`config.mk`:
```
export PLATFORM = sky130hd
export DESIGN_NAME = cam_dvp_tx_flat
export DESIGN_NICKNAME = d
export VERILOG_FILES = /design/src/rtl/cam_dvp_tx_if.sv /design/src/rtl/cam_dvp_tx.sv /design/src/flat_wrapper.sv
export SDC_FILE = /design/constraint.sdc
export NUM_CORES = 1
export LEC_CHECK = 0
export ABC_CLOCK_PERIOD_IN_PS = 4700
export BUFFER_PORTS_ARGS = -buffer_cell sky130_fd_sc_hd__buf_4
export CELL_PAD_IN_SITES_DETAIL_PLACEMENT = 1
export CELL_PAD_IN_SITES_GLOBAL_PLACEMENT = 1
export CORE_ASPECT_RATIO = 1.2
export CORE_UTILIZATION = 48
export CTS_BUF_LIST = sky130_fd_sc_hd__clkbuf_2 sky130_fd_sc_hd__clkbuf_4 sky130_fd_sc_hd__clkbuf_8
export DETAILED_ROUTE_END_ITERATION = 12
export PLACE_DENSITY_LB_ADDON = 0.1
export SYNTH_ARGS = -nofsm -noshare
export SYNTH_HDL_FRONTEND = slang
export SYNTH_SLANG_ARGS = --single-unit
```
`constraint.sdc`:
```
create_clock -name cam_clk -period 4.7 [get_ports cam_clk]
set_input_delay 0.94 -clock cam_clk [delete_from_list [all_inputs] [get_ports cam_clk]]
set_output_delay 0.94 -clock cam_clk [all_outputs]
set_load 0.02 [all_outputs]
```
`src/rtl/cam_dvp_tx_if.sv`:
```
// Byte-stream input and DVP output bundle for the camera transmit path.
// The master side feeds bytes and observes the regenerated sensor timing.
interface cam_dvp_tx_if #(
    parameter int unsigned DSIZE = 8
);
    logic [DSIZE-1:0] in_data;
    logic             in_vld;
    logic             in_sof;
    logic             in_eof;
    logic             in_rdy;
    logic [DSIZE-1:0] dvp_data;
    logic             dvp_href;
    logic             dvp_vsync;

    modport master (
        output in_data, in_vld, in_sof, in_eof,
        input  in_rdy, dvp_data, dvp_href, dvp_vsync
    );

    modport slave (
        input  in_data, in_vld, in_sof, in_eof,
        output in_rdy, dvp_data, dvp_href, dvp_vsync
    );
endinterface

```
`src/rtl/cam_dvp_tx.sv`:
```
// DVP sensor emulator: turns a sof/eof-framed byte stream into vsync/href/data
// timing with programmable blanking; starvation and framing faults are flagged.
module cam_dvp_tx #(
    parameter int unsigned DSIZE      = 8,
    parameter int unsigned LINE_BYTES = 1280,
    parameter int unsigned LINES      = 400,
    parameter int unsigned VSYNC_CYC  = 16,
    parameter int unsigned VFP_CYC    = 32,
    parameter int unsigned HBLANK_CYC = 64,
    parameter int unsigned VBP_CYC    = 32
) (
    input  logic           cam_clk,
    input  logic           cam_rst_n,
    input  logic           en,
    input  logic           clr_err,
    output logic           busy,
    output logic           underrun,
    output logic           sync_err,
    cam_dvp_tx_if.slave    s
);
    typedef enum logic [2:0] {StIdle, StVsync, StVfp, StLine, StHblank, StVbp} state_e;

    localparam logic [15:0] VsyncLast  = 16'(VSYNC_CYC - 1);
    localparam logic [15:0] VfpLast    = 16'(VFP_CYC - 1);
    localparam logic [15:0] HblankLast = 16'(HBLANK_CYC - 1);
    localparam logic [15:0] VbpLast    = 16'(VBP_CYC - 1);
    localparam logic [11:0] ByteLast   = 12'(LINE_BYTES - 1);
    localparam logic [10:0] LineLast   = 11'(LINES - 1);
    localparam logic [23:0] LastPos    = 24'(LINE_BYTES * LINES - 1);

    state_e            state_q, state_d;
    logic [11:0]       byte_cnt_q, byte_cnt_d;
    logic [10:0]       line_cnt_q, line_cnt_d;
    logic [15:0]       blank_cnt_q, blank_cnt_d;
    logic [DSIZE-1:0]  dvp_data_q, dvp_data_d;
    logic              dvp_href_q, dvp_href_d;
    logic              dvp_vsync_q, dvp_vsync_d;
    logic              underrun_q, underrun_d;
    logic              sync_err_q, sync_err_d;
    logic              in_rdy;
    logic              in_line;
    logic [23:0]       fpos;
    logic              sync_set;

    always_ff @(posedge cam_clk or negedge cam_rst_n) begin
        if (!cam_rst_n) begin
            state_q     <= StIdle;
            byte_cnt_q  <= '0;
            line_cnt_q  <= '0;
            blank_cnt_q <= '0;
        end else begin
            state_q     <= state_d;
            byte_cnt_q  <= byte_cnt_d;
            line_cnt_q  <= line_cnt_d;
            blank_cnt_q <= blank_cnt_d;
        end
    end

    always_comb begin
        state_d     = state_q;
        byte_cnt_d  = byte_cnt_q;
        line_cnt_d  = line_cnt_q;
        blank_cnt_d = blank_cnt_q + 16'd1;
        unique case (state_q)
            StIdle: begin
                blank_cnt_d = '0;
                byte_cnt_d  = '0;
                line_cnt_d  = '0;
                // The SOF byte stays on the bus so LINE consumes it as byte 0.
                if (en && s.in_vld && s.in_sof) state_d = StVsync;
            end
            StVsync: begin
                if (blank_cnt_q == VsyncLast) begin
                    state_d     = StVfp;
                    blank_cnt_d = '0;
                end
            end
            StVfp: begin
                if (blank_cnt_q == VfpLast) begin
                    state_d     = StLine;
                    blank_cnt_d = '0;
                    byte_cnt_d  = '0;
                end
            end
            StLine: begin
                blank_cnt_d = '0;
                byte_cnt_d  = byte_cnt_q + 12'd1;
                if (byte_cnt_q == ByteLast) begin
                    byte_cnt_d = '0;
                    line_cnt_d = line_cnt_q + 11'd1;
                    state_d    = (line_cnt_q == LineLast) ? StVbp : StHblank;
                end
            end
            StHblank: begin
                if (blank_cnt_q == HblankLast) begin
                    state_d     = StLine;
                    blank_cnt_d = '0;
                    byte_cnt_d  = '0;
                end
            end
            StVbp: begin
                if (blank_cnt_q == VbpLast) begin
                    state_d     = StIdle;
                    blank_cnt_d = '0;
                end
            end
            default: state_d = StIdle;
        endcase
    end

    always_comb begin
        in_line     = (state_q == StLine);
        busy        = (state_q != StIdle);
        in_rdy      = in_line || ((state_q == StIdle) && s.in_vld && !s.in_sof);
        fpos        = 24'(line_cnt_q) * 24'(LINE_BYTES) + 24'(byte_cnt_q);
        sync_set    = in_line && s.in_vld &&
                      ((s.in_sof && (fpos != 24'd0)) ||
                       (s.in_eof && (fpos != LastPos)) ||
                       (!s.in_eof && (fpos == LastPos)));
        dvp_href_d  = in_line;
        dvp_vsync_d = (state_q == StVsync);
        dvp_data_d  = (in_line && s.in_vld) ? s.in_data : '0;
        // A new error event outranks a same-cycle clear.
        underrun_d  = (in_line && !s.in_vld) || (underrun_q && !clr_err);
        sync_err_d  = sync_set || (sync_err_q && !clr_err);
    end

    always_ff @(posedge cam_clk or negedge cam_rst_n) begin
        if (!cam_rst_n) begin
            dvp_data_q  <= '0;
            dvp_href_q  <= 1'b0;
            dvp_vsync_q <= 1'b0;
            underrun_q  <= 1'b0;
            sync_err_q  <= 1'b0;
        end else begin
            dvp_data_q  <= dvp_data_d;
            dvp_href_q  <= dvp_href_d;
            dvp_vsync_q <= dvp_vsync_d;
            underrun_q  <= underrun_d;
            sync_err_q  <= sync_err_d;
        end
    end

    assign s.in_rdy    = in_rdy;
    assign s.dvp_data  = dvp_data_q;
    assign s.dvp_href  = dvp_href_q;
    assign s.dvp_vsync = dvp_vsync_q;
    assign underrun    = underrun_q;
    assign sync_err    = sync_err_q;
endmodule

```
`src/flat_wrapper.sv`:
```
// flat-port wrapper written by rule: the top's interface ports become plain ports
module cam_dvp_tx_flat 
#(
    parameter int unsigned DSIZE      = 8,
    parameter int unsigned LINE_BYTES = 1280,
    parameter int unsigned LINES      = 400,
    parameter int unsigned VSYNC_CYC  = 16,
    parameter int unsigned VFP_CYC    = 32,
    parameter int unsigned HBLANK_CYC = 64,
    parameter int unsigned VBP_CYC    = 32
)
  (cam_clk, cam_rst_n, en, clr_err, busy, underrun, sync_err, s_in_data, s_in_vld, s_in_sof, s_in_eof, s_in_rdy, s_dvp_data, s_dvp_href, s_dvp_vsync);
  cam_dvp_tx_if #(.DSIZE(DSIZE)) s_i ();
  input  logic cam_clk;
  input  logic cam_rst_n;
  input  logic en;
  input  logic clr_err;
  output logic busy;
  output logic underrun;
  output logic sync_err;
  input wire logic [$bits(s_i.in_data)-1:0] s_in_data;
  input wire logic [$bits(s_i.in_vld)-1:0] s_in_vld;
  input wire logic [$bits(s_i.in_sof)-1:0] s_in_sof;
  input wire logic [$bits(s_i.in_eof)-1:0] s_in_eof;
  output wire logic [$bits(s_i.in_rdy)-1:0] s_in_rdy;
  output wire logic [$bits(s_i.dvp_data)-1:0] s_dvp_data;
  output wire logic [$bits(s_i.dvp_href)-1:0] s_dvp_href;
  output wire logic [$bits(s_i.dvp_vsync)-1:0] s_dvp_vsync;
  assign s_i.in_data = s_in_data;
  assign s_i.in_vld = s_in_vld;
  assign s_i.in_sof = s_in_sof;
  assign s_i.in_eof = s_in_eof;
  assign s_in_rdy = s_i.in_rdy;
  assign s_dvp_data = s_i.dvp_data;
  assign s_dvp_href = s_i.dvp_href;
  assign s_dvp_vsync = s_i.dvp_vsync;
  cam_dvp_tx #(.DSIZE(DSIZE), .LINE_BYTES(LINE_BYTES), .LINES(LINES), .VSYNC_CYC(VSYNC_CYC), .VFP_CYC(VFP_CYC), .HBLANK_CYC(HBLANK_CYC), .VBP_CYC(VBP_CYC)) u_core (.cam_clk(cam_clk), .cam_rst_n(cam_rst_n), .en(en), .clr_err(clr_err), .busy(busy), .underrun(underrun), .sync_err(sync_err), .s(s_i));
endmodule
```
==> impl_metrics.toml <==
[critical_path]
timing.rr.start = "u_core.line_cnt_q[3]"
crit_fanout = 8
r2r_cells = 13
startpoint_type = "flop"
cp.required_ns = 4.91
setup.worst_path.end_class = "flop"
reg2reg_to = "u_core.sync_err"
crit_arrival_ns = 4.01
critPathKind = "reg -> reg"
regToRegSetupSlack_ns = 0.90

[power_and_ir_drop]
p_total_mw = 1.28
power_density_mw_per_mm2 = 319
power.internal_uw = 781
ir_worst_vdd_mv = 0.226
power_frac_seq_pct = 45.4
switchingPower_uw = 499
power_frac_clock_pct = 19.4
pwr-share-comb_pct = 35.1
p_leak_nw = 1.97
swShare_pct = 39.0

[floorplan]
rows = 34
die_area_mm2 = 0.00796
die_y_um = 97.6
core-area_mm2 = 0.00732
die_x_um = 81.6
boundaryPins = 29
start_util_pct = 49.9

[synthesis]
syn_area_mm2 = 0.00365
syn_area_per_cell_um2 = 9.02
yosys_warnings = 0
synth_top_family_by_area = "simple AND/OR/NAND/NOR gates"
seq_area_frac_synth_pct = 37.0
synth_fa_ha_area_share_pct = 10.0
synthMuxAreaShare_pct = 0.548
synth_area_leaders = "dfrtp_1 (37%), ha_1 (8.9%), nor2_1 (4.6%)"
synth_xor_area_share_pct = 7.85
syn_nets = 448
synth_top_flop_cell = "dfrtp_1"
synthArstFlopShare_pct = 100
synth_compound_area_share_pct = 16.8
synth.distinct_cells = 68
synth_commonest_cells = "dfrtp_1 (54), nor2_1 (45), nand2_1 (34)"
synth_area_leader_cell = "dfrtp_1"
ys_ff_latch = 54
synthCells = 405
yosysMostFrequentCell = "dfrtp_1"
synth_edf_count = 0
synth-simple-area-share_pct = 24.8
synth_top_area_share_pct = 37.0

[timing]
clock_skew_ns = 0.00730
hold_viol_final = 0
tightest_slew_ns = 1.05
fmaxAchievable_mhz = 263
slew-limit-headroom_pct = 30.0
min_period_ns = 3.80
setup_viol = 0
setup_tns_ns = 0
drv_slew = 0
rsz0062_at_grt = "false"
min_period_over_period_pct = 80.9
timing.final.ws_setup_ns = 0.896

[placed_design]
gp_congestion = 0.826
preCtsSetupSlack_ns = 0.899
place_hpwl_mm = 6.88
port_buffers = 28

[grt]
gr-total-overflow = 0
use_met2_pct = 44.5
grt_max_degree = 55
grt.busiest_layer = "met2"
met1_usage_pct = 29.5
grt_first_pass_wirelength_mm = 15.3
track_usage_pct = 24.8
use_met3_pct = 4.13
grt_antenna_before_repair = 0
grt_pass1_vias = 3278

[outcome]
status = "complete, no violations"

[routing]
via_per_inst = 5.98
drtIter0Drc = 64
wl_mm = 8.98
drc = 0
ant_nets = 0
via_count = 3115
first_pass_iters = 4
wl_per_cell_um = 17.2

[finish]
final_util_pct = 54.8
area_delta_synth_final_pct = 9.76
diodes = 0
fillers = 882
final_nets = 474
drive_gt1_share_pct = 11.8

[cts]
cts_root_buf = "clkbuf_8"
clk_pin_slew_ns = 0.10
htree_num_levels = 2
cts_buffers = 5
clkSinkCount = 54
clockBufferDepth = 2
postCtsHoldBufs = 0
insertion_delay_ns = 0.31
cts_resized = 0
cts_setup_buffers = 0
tritoncts = "done"

[hold_path]
hold-path-endpoint = "u_core.blank_cnt_q[0]"
hp-class = "reg -> reg"
hold_path_depth = 1
holdCritStartpoint = "u_core.blank_cnt_q[0]"

[flow_run]
max_cap_viol_count = 0
how the worst max path moves through the flow:
| stage | cells after the start | slack [ns] | endpoint | start |
|---|---|---|---|---|
| final | 13 | 0.90 | u_core.sync_err | u_core.line_cnt_q[3] |
| after floorplan | 13 | 1.25 | u_core.sync_err | u_core.line_cnt_q[3] |
| after global routing | 13 | 0.54 | u_core.sync_err | u_core.line_cnt_q[3] |
| after global placement | 13 | 1.05 | u_core.sync_err | u_core.line_cnt_q[3] |
| after CTS | 13 | 0.88 | u_core.sync_err | u_core.line_cnt_q[3] |
| after detailed placement | 13 | 0.90 | u_core.sync_err | u_core.line_cnt_q[3] |
sequential cells by signal, indices dropped and copies added (netlist names):
register / count
u_core.s.dvp_data: 8
u_core.underrun: 1
u_core.sync_err: 1
u_core.byte_cnt_q: 12
u_core.line_cnt_q: 11
u_core.blank_cnt_q: 16
u_core.state_q: 3
u_core.s.dvp_href: 1
u_core.s.dvp_vsync: 1
per-stage QoR:
step / instance area [µm²] / hold slack [ns] / instances
finish: 4010 / 0.493 / 521
floorplan: 3650 / 0.455 / 405
global route: 4010 / 0.521 / 521
global placement: 3930 / 0.470 / 514
detailed placement: 3930 / 0.486 / 514
CTS: 4010 / 0.500 / 521
placed cells by master, fill, tap and decap left out, types with 15 or more instances in the layout:
cell	Yosys	layout
inv_1	15	15
xor2_1	19	19
nand2_1	34	34
o21ai_0	27	27
a21oi_1	17	17
nor2_1	45	45
dfrtp_1	54	54
ha_1	26	26
and3_1	15	15
buf_4	0	29
nand3_1	16	16
final cells by class:
type / instances / area, µm² / share of cell area, %
Clock buffer: 5 / 68.8 / 1.72
Clock inverter: 2 / 10.0 / 0.250
Inverter: 16 / 60.1 / 1.50
Multi-Input combinational cell: 325 / 2190 / 54.6
Sequential cell: 54 / 1350 / 33.7
Tap cell: 90 / 113 / 2.81
Timing Repair Buffer: 29 / 218 / 5.43
per-layer routing:
layer | up-vias | wire length, µm
met5 | - | 0
met4 | 0 | 163
met3 | 10 | 243
met2 | 38 | 4730
met1 | 1547 | 3840
li1 | 1520 | -
worst max-delay path: stages (launching register included):
cell	delay (ns)
dfrtp_1	0.48
ha_1	0.32
ha_1	0.20
inv_1	0.08
fa_1	0.45
xnor2_1	0.21
nor2b_1	0.31
nand3_1	0.18
nor4_4	0.26
nand4_1	0.16
a2111oi_2	0.42
nor2b_1	0.08
or3_1	0.35
a41o_1	0.23
power groups by stage:
stage | clock (mW) | sequential [mW] | combinational, mW
finish | 0.249 | 0.582 | 0.450
global route | 0.271 | 0.592 | 0.510
CTS | 0.261 | 0.582 | 0.457
detailed placement | 0 | 0.590 | 0.456
global placement | 0 | 0.586 | 0.443
floorplan | 0 | 0.588 | 0.292
logic make-up after synthesis:
group                    Yosys count
flip-flops                        54
AO/OA/AOI/OAI                     90
buffers and inverters             26
multiplexers                       2
AND/OR/NAND/NOR                  174
XOR/XNOR                          31
adder cells (fa/ha/maj)           28
No activity file was read; power rests on OpenSTA's default activity.
